--- src/rtl/fec_conv_encoder_if.sv ---
// Buffer read channel and coded symbol stream of the convolutional encoder.
// The master side is the encoder; the slave side is the buffer plus downstream sink.
interface fec_conv_encoder_if #(
    parameter int DATA_WIDTH = 8
);
    logic                  buf_empty;
    logic                  buf_rd_en;
    logic                  buf_rd_valid;
    logic [DATA_WIDTH-1:0] buf_data;
    logic [1:0]            sym_out;
    logic                  sym_valid;
    logic                  sym_ready;
    logic                  sym_last;

    modport master (
        input  buf_empty,
        input  buf_rd_valid,
        input  buf_data,
        input  sym_ready,
        output buf_rd_en,
        output sym_out,
        output sym_valid,
        output sym_last
    );

    modport slave (
        output buf_empty,
        output buf_rd_valid,
        output buf_data,
        output sym_ready,
        input  buf_rd_en,
        input  sym_out,
        input  sym_valid,
        input  sym_last
    );
endinterface

--- src/rtl/fec_conv_encoder.sv ---
// Rate-1/2 K=7 convolutional encoder (G0=171o, G1=133o) draining message words
// MSB first from the buffer and closing each frame with 6 zero tail bits.
module fec_conv_encoder #(
    parameter int DATA_WIDTH  = 8,
    parameter int FRAME_WORDS = 4
) (
    input  logic                 clk,
    input  logic                 rst,
    fec_conv_encoder_if.master   bus,
    output logic                 busy,
    output logic                 err_unexp_valid
);
    localparam int BIT_W  = (DATA_WIDTH > 1) ? $clog2(DATA_WIDTH) : 1;
    localparam int WORD_W = (FRAME_WORDS > 1) ? $clog2(FRAME_WORDS) : 1;
    localparam logic [BIT_W-1:0]  BIT_LAST  = BIT_W'(DATA_WIDTH - 1);
    localparam logic [WORD_W-1:0] WORD_LAST = WORD_W'(FRAME_WORDS - 1);
    localparam logic [6:0] G0 = 7'b1111001;
    localparam logic [6:0] G1 = 7'b1011011;

    typedef enum logic [2:0] {IDLE, REQ, WAIT, SHIFT, TAIL} state_t;

    state_t                state, state_nxt;
    logic [5:0]            sr;
    logic [DATA_WIDTH-1:0] word_sh;
    logic [BIT_W-1:0]      bit_cnt;
    logic [WORD_W-1:0]     word_cnt;
    logic [2:0]            tail_cnt;
    logic                  u;
    logic                  sym_vld;
    logic                  sym_hs;
    logic                  word_done;
    logic                  frame_done;
    logic                  tail_done;

    // Window is {u, s1..s6} with the current bit in the MSB.
    function automatic logic [1:0] conv_sym(input logic [6:0] w);
        return {^(w & G0), ^(w & G1)};
    endfunction

    assign u          = (state == SHIFT) ? word_sh[DATA_WIDTH-1] : 1'b0;
    assign sym_vld    = (state == SHIFT) || (state == TAIL);
    assign sym_hs     = sym_vld && bus.sym_ready;
    assign word_done  = (bit_cnt == BIT_LAST);
    assign frame_done = (word_cnt == WORD_LAST);
    assign tail_done  = (tail_cnt == 3'd5);

    always_ff @(posedge clk) begin
        if (rst) begin
            state <= IDLE;
        end else begin
            state <= state_nxt;
        end
    end

    always_comb begin
        state_nxt = state;
        unique case (state)
            IDLE:    if (!bus.buf_empty) state_nxt = WAIT;
            REQ:     if (!bus.buf_empty) state_nxt = WAIT;
            WAIT:    if (bus.buf_rd_valid) state_nxt = SHIFT;
            SHIFT:   if (sym_hs && word_done) state_nxt = frame_done ? TAIL : REQ;
            TAIL:    if (sym_hs && tail_done) state_nxt = IDLE;
            default: state_nxt = IDLE;
        endcase
    end

    // Encoder memory, word shifter and counters advance only on handshakes or fetches.
    always_ff @(posedge clk) begin
        if (rst) begin
            sr              <= '0;
            word_sh         <= '0;
            bit_cnt         <= '0;
            word_cnt        <= '0;
            tail_cnt        <= '0;
            err_unexp_valid <= 1'b0;
        end else begin
            if (bus.buf_rd_valid && (state != WAIT)) begin
                err_unexp_valid <= 1'b1;
            end
            unique case (state)
                IDLE: begin
                    if (!bus.buf_empty) begin
                        sr       <= '0;
                        word_cnt <= '0;
                    end
                end
                WAIT: begin
                    if (bus.buf_rd_valid) begin
                        word_sh <= bus.buf_data;
                        bit_cnt <= '0;
                    end
                end
                SHIFT: begin
                    if (sym_hs) begin
                        sr      <= {u, sr[5:1]};
                        word_sh <= word_sh << 1;
                        bit_cnt <= bit_cnt + BIT_W'(1);
                        if (word_done) begin
                            if (frame_done) begin
                                tail_cnt <= '0;
                            end else begin
                                word_cnt <= word_cnt + WORD_W'(1);
                            end
                        end
                    end
                end
                TAIL: begin
                    if (sym_hs) begin
                        sr       <= {u, sr[5:1]};
                        tail_cnt <= tail_cnt + 3'd1;
                    end
                end
                default: ;
            endcase
        end
    end

    // Read request is suppressed while rst is held so no word is popped into a reset.
    always_comb begin
        bus.buf_rd_en = !rst && ((state == IDLE) || (state == REQ)) && !bus.buf_empty;
        bus.sym_valid = sym_vld;
        bus.sym_out   = sym_vld ? conv_sym({u, sr}) : 2'b00;
        bus.sym_last  = (state == TAIL) && tail_done;
        busy          = (state != IDLE);
    end
endmodule

--- src/flat_wrapper.sv ---
// flat-port wrapper written by rule: the top's interface ports become plain ports
module fec_conv_encoder_flat 
#(
    parameter int DATA_WIDTH  = 8,
    parameter int FRAME_WORDS = 4
)
  (clk, rst, busy, err_unexp_valid, bus_buf_empty, bus_buf_rd_valid, bus_buf_data, bus_sym_ready, bus_buf_rd_en, bus_sym_out, bus_sym_valid, bus_sym_last);
  fec_conv_encoder_if #(.DATA_WIDTH(DATA_WIDTH)) bus_i ();
  input  logic clk;
  input  logic rst;
  output logic busy;
  output logic err_unexp_valid;
  input wire logic [$bits(bus_i.buf_empty)-1:0] bus_buf_empty;
  input wire logic [$bits(bus_i.buf_rd_valid)-1:0] bus_buf_rd_valid;
  input wire logic [$bits(bus_i.buf_data)-1:0] bus_buf_data;
  input wire logic [$bits(bus_i.sym_ready)-1:0] bus_sym_ready;
  output wire logic [$bits(bus_i.buf_rd_en)-1:0] bus_buf_rd_en;
  output wire logic [$bits(bus_i.sym_out)-1:0] bus_sym_out;
  output wire logic [$bits(bus_i.sym_valid)-1:0] bus_sym_valid;
  output wire logic [$bits(bus_i.sym_last)-1:0] bus_sym_last;
  assign bus_i.buf_empty = bus_buf_empty;
  assign bus_i.buf_rd_valid = bus_buf_rd_valid;
  assign bus_i.buf_data = bus_buf_data;
  assign bus_i.sym_ready = bus_sym_ready;
  assign bus_buf_rd_en = bus_i.buf_rd_en;
  assign bus_sym_out = bus_i.sym_out;
  assign bus_sym_valid = bus_i.sym_valid;
  assign bus_sym_last = bus_i.sym_last;
  fec_conv_encoder #(.DATA_WIDTH(DATA_WIDTH), .FRAME_WORDS(FRAME_WORDS)) u_core (.clk(clk), .rst(rst), .bus(bus_i), .busy(busy), .err_unexp_valid(err_unexp_valid));
endmodule
--- config.mk ---
export PLATFORM = sky130hd
export DESIGN_NAME = fec_conv_encoder_flat
export DESIGN_NICKNAME = d
export VERILOG_FILES = /design/src/rtl/fec_conv_encoder_if.sv /design/src/rtl/fec_conv_encoder.sv /design/src/flat_wrapper.sv
export SDC_FILE = /design/constraint.sdc
export NUM_CORES = 1
export LEC_CHECK = 0
export ABC_AREA = 0
export CAP_MARGIN = 20
export CORE_ASPECT_RATIO = 0.8
export CORE_MARGIN = 8
export CORE_UTILIZATION = 42
export DETAILED_ROUTE_END_ITERATION = 10
export PLACE_DENSITY = 0.7
export RECOVER_POWER = 100
export SLEW_MARGIN = 0
export SYNTH_ARGS = -nofsm -noshare
export SYNTH_HDL_FRONTEND = slang
export SYNTH_SLANG_ARGS = --single-unit
--- constraint.sdc ---
create_clock -name clk -period 2.4 [get_ports clk]
set_clock_uncertainty 0.15 [all_clocks]
set_input_delay 0.6 -clock clk [delete_from_list [all_inputs] [get_ports clk]]
set_output_delay 0.6 -clock clk [all_outputs]
set_load 0.02 [all_outputs]
==> out/qor.csv <==
stage,metric,value,unit
outcome,status,finished with violations,
outcome,failing checks,setup timing,
synth,YS warnings,0,
pwr,peak supply drop,362,uV
critical_path,critical path arrival,1.66,ns
clock_network,Clock Sinks,26,
place,IO buf count,19,
sta,final worst setup slack,-0.00561,ns
cells_and_area,most frequent cells in the layout,"23 x dfxtp_1, 22 x nand2_1, 21 x nor2_1",
critical_path,R2R Setup Slk,0.38,ns
synth,part of the Yosys area used for sequential elements,35.3,%
sta,max_slew headroom,67.2,%
sta,Max Fclk,416,MHz
place,GPL Wtd Cong,0.778,
sta,fin crit share,100,%
critical_path,Top Family by Delay on Critical Path,XOR/XNOR gates,
grt,grt ovf,0,
synth,Syn Nets,187,
cells_and_area,diodes inserted,0,
synth,Post-Syn Area,1470,um2
detailed_routing,drc violations,0,
critical_path,Critical Path Max Stage Delay,0.34,ns
clock_network,clk_lat worst skew,0.27,ns
synth,synthesized area per cell,8.71,um2
detailed_routing,Avg WL per Cell,14.0,um
cells_and_area,"commonest non-fill, non-tap cell in the layout",dfxtp_1,
cells_and_area,Nets,218,
synth,distinct cell type count of the synthesized netlist,47,
pwr,Leak,0.757,nW
die,initial core utilization,43.3,%
grt,initial antenna violation count,0,
clock_network,TritonCTS Buffers,3,
critical_path,slowest CP cell,dfxtp_2,
grt,global routing's busiest layer,met2,
synth,Synth Register Bits,26,
detailed_routing,first drt pass iteration count,4,
sta,final setup TNS,-0.00561,ns
cells_and_area,Post-Route Utilization,54.4,%
sta,RSZ-0062 raised after global routing,true,
grt,first-pass GRT wire length,5.84,mm
die,Core Area,3400,um2
grt,met2 usage,22.7,%
grt,grt met3 use,3.37,%
sta,Max Slew Vio Count,0,
detailed_routing,vias,1352,
clock_network,cell at the root of the clock tree,clkbuf_8,
detailed_routing,Detail Route Antenna Nets,0,
clock_network,CTS Buffer Depth,2,
clock_network,CTS H-tree depth,1,
detailed_routing,Initial DRC Count,77,
die,Die W,82.2,um
pwr,pwr dens,527,nW/um2
critical_path,worst path bufs/invs,2,
run,max_cap viols,0,
critical_path,critical path class,flop to output pin,
cells_and_area,layout cells sized above 1,17.6,%
grt,vias in the first global route,1312,
grt,M1 GR Usage,15.2,%
die,IO Pins,20,
place,Final HPWL DP,2.49,mm
clock_network,CTS tree,built,
critical_path,CP Cell Sequence,xor2_2 > xnor2_1 > buf_4 > xor2_2 > mux2i_1 > buf_4,
synth,cells after synthesis,169,
sta,Final min period,2.41,ns
sta,setup violators final,1,
die,die area,5670,um2
critical_path,CP max FO,2,
critical_path,WP data required,1.65,ns
detailed_routing,WL final,3.37,mm
critical_path,element type at the critical path start,flop,
sta,final hold violation count,0,
die,Cell Rows,19,
critical_path,crit end category,output pin,
die,Die H,69.0,um
min_path,hold crit path type,flop to flop,
sta,Worst Max-Slew Pin Slew,0.485,ns
detailed_routing,Via density,5.61,
clock_network,CTS clock-pin slew for the worst setup and hold paths,0.09,ns
grt,GR Util All Layers,12.9,%
cells_and_area,synthesis-to-finish area growth,25.5,%
grt,largest net degree at the start of global routing,28,
clock_network,Hold Buf Count CTS,0,
[cell type report]
class	instances	area, um2
fill	324	1550
inverter	5	21.3
timing repair buffer	36	308
clock buffer	3	41.3
sequential	26	524
multi-input combinational	128	871
clock inverter	1	30.0
tap	42	52.6
[synthesized netlist by cell type, drive strengths merged]
cell type | count | area [um2]
nor2b | 2 | 12.5
and3 | 2 | 12.5
nor3 | 1 | 5.00
a22oi | 1 | 7.51
mux2i | 8 | 80.1
dfxtp | 26 | 521
or3 | 2 | 12.5
o221a | 2 | 31.3
a2111oi | 1 | 15.0
inv | 5 | 21.3
nand2b | 1 | 6.26
nor4b | 1 | 8.76
a211oi | 1 | 7.51
buf | 6 | 45.0
and3b | 1 | 8.76
nor2 | 22 | 85.1
nand2 | 22 | 82.6
a311oi | 7 | 61.3
nand4b | 1 | 8.76
mux2 | 4 | 45.0
o31ai | 1 | 21.3
xor2 | 2 | 17.5
clkbuf | 4 | 15.0
a21boi | 5 | 37.5
ha | 5 | 62.6
nor3b | 1 | 12.5
or2 | 1 | 6.26
or3b | 1 | 8.76
nand3 | 5 | 25.0
o22ai | 1 | 6.26
and4b | 1 | 10.0
a211o | 2 | 17.5
and2 | 2 | 15.0
nor4 | 1 | 6.26
o21ai | 6 | 30.0
a21oi | 10 | 50.1
xnor2 | 3 | 26.3
nand3b | 2 | 27.5
[worst paths after layout]
path | endpoint | cells past startpoint | start
setup / recovery | bus_sym_out[0] | 6 | u_core.sr[4]$_SDFFE_PP0P_
hold / removal | u_core.err_unexp_valid$_SDFFE_PP0P_ | 2 | u_core.err_unexp_valid$_SDFFE_PP0P_
setup reg to reg | u_core.tail_cnt[1]$_SDFFE_PP0P_ | 6 | u_core.bit_cnt[0]$_SDFFE_PP0P_
hold reg to reg | u_core.err_unexp_valid$_SDFFE_PP0P_ | 2 | u_core.err_unexp_valid$_SDFFE_PP0P_
[layer usage]
metal / part of all wire, % / routed length [um] / up-vias
li1: - / - / 658
met2: 50 / 1680 / 35
met4: 1.5 / 52 / 0
met3: 4.5 / 150 / 6
met1: 44 / 1490 / 653
met5: 0 / 0 / -
[registers in the layout, indices dropped and copies added (netlist names)]
signal / cells
u_core.tail_cnt: 3
u_core.bit_cnt: 3
u_core.word_sh: 8
u_core.word_cnt: 2
u_core.sr: 6
u_core.state: 3
u_core.err_unexp_valid: 1
[cells by family (layout without fill, tap and decap cells)]
logic type	count (synthesis)	after routing	synth area share, %
compound gates	37	37	19.4
xor+xnor	5	5	2.97
fa+ha+maj	5	5	4.25
buf+inv	15	45	5.52
flops	26	26	35.3
mux	12	12	8.50
simple gates	69	69	24.0
[report_power, final]
part | internal (mW) | switching (mW) | leakage, nW
sequential | 0.448 | 0.0127 | 0.213
clock | 0.223 | 0.138 | 0.0357
combinational | 0.0701 | 0.0816 | 0.508
[metrics by stage]
stage / area [um2] / instances / hold WS [ns] / power (mW) / setup slack [ns]
6_report: 1850 / 241 / 0.301 / 0.973 / -0.00561
5_1_grt: 1850 / 241 / 0.348 / 1.02 / -0.113
4_1_cts: 1860 / 240 / 0.311 / 0.992 / -0.0293
3_5_place_dp: 1780 / 235 / 0.298 / 0.633 / -0.265
3_3_place_gp: 1780 / 235 / 0.284 / 0.625 / -0.246
2_1_floorplan: 1470 / 169 / 0.303 / 0.568 / 0.0225
[timing repair]
item                                   CTS  global route
buffers inserted                         1             1
gates resized for setup                 16             8
setup endpoints to repair                6             4
pin swaps                                1             2
endpoints found under the hold margin    0             0
[tightest hold or removal path, cell delays in order, from the launching register on]
cell and delay (ns):
dfxtp_1 0.32, inv_1 0.04, a21oi_1 0.05
(Power assumes the default switching activity.)
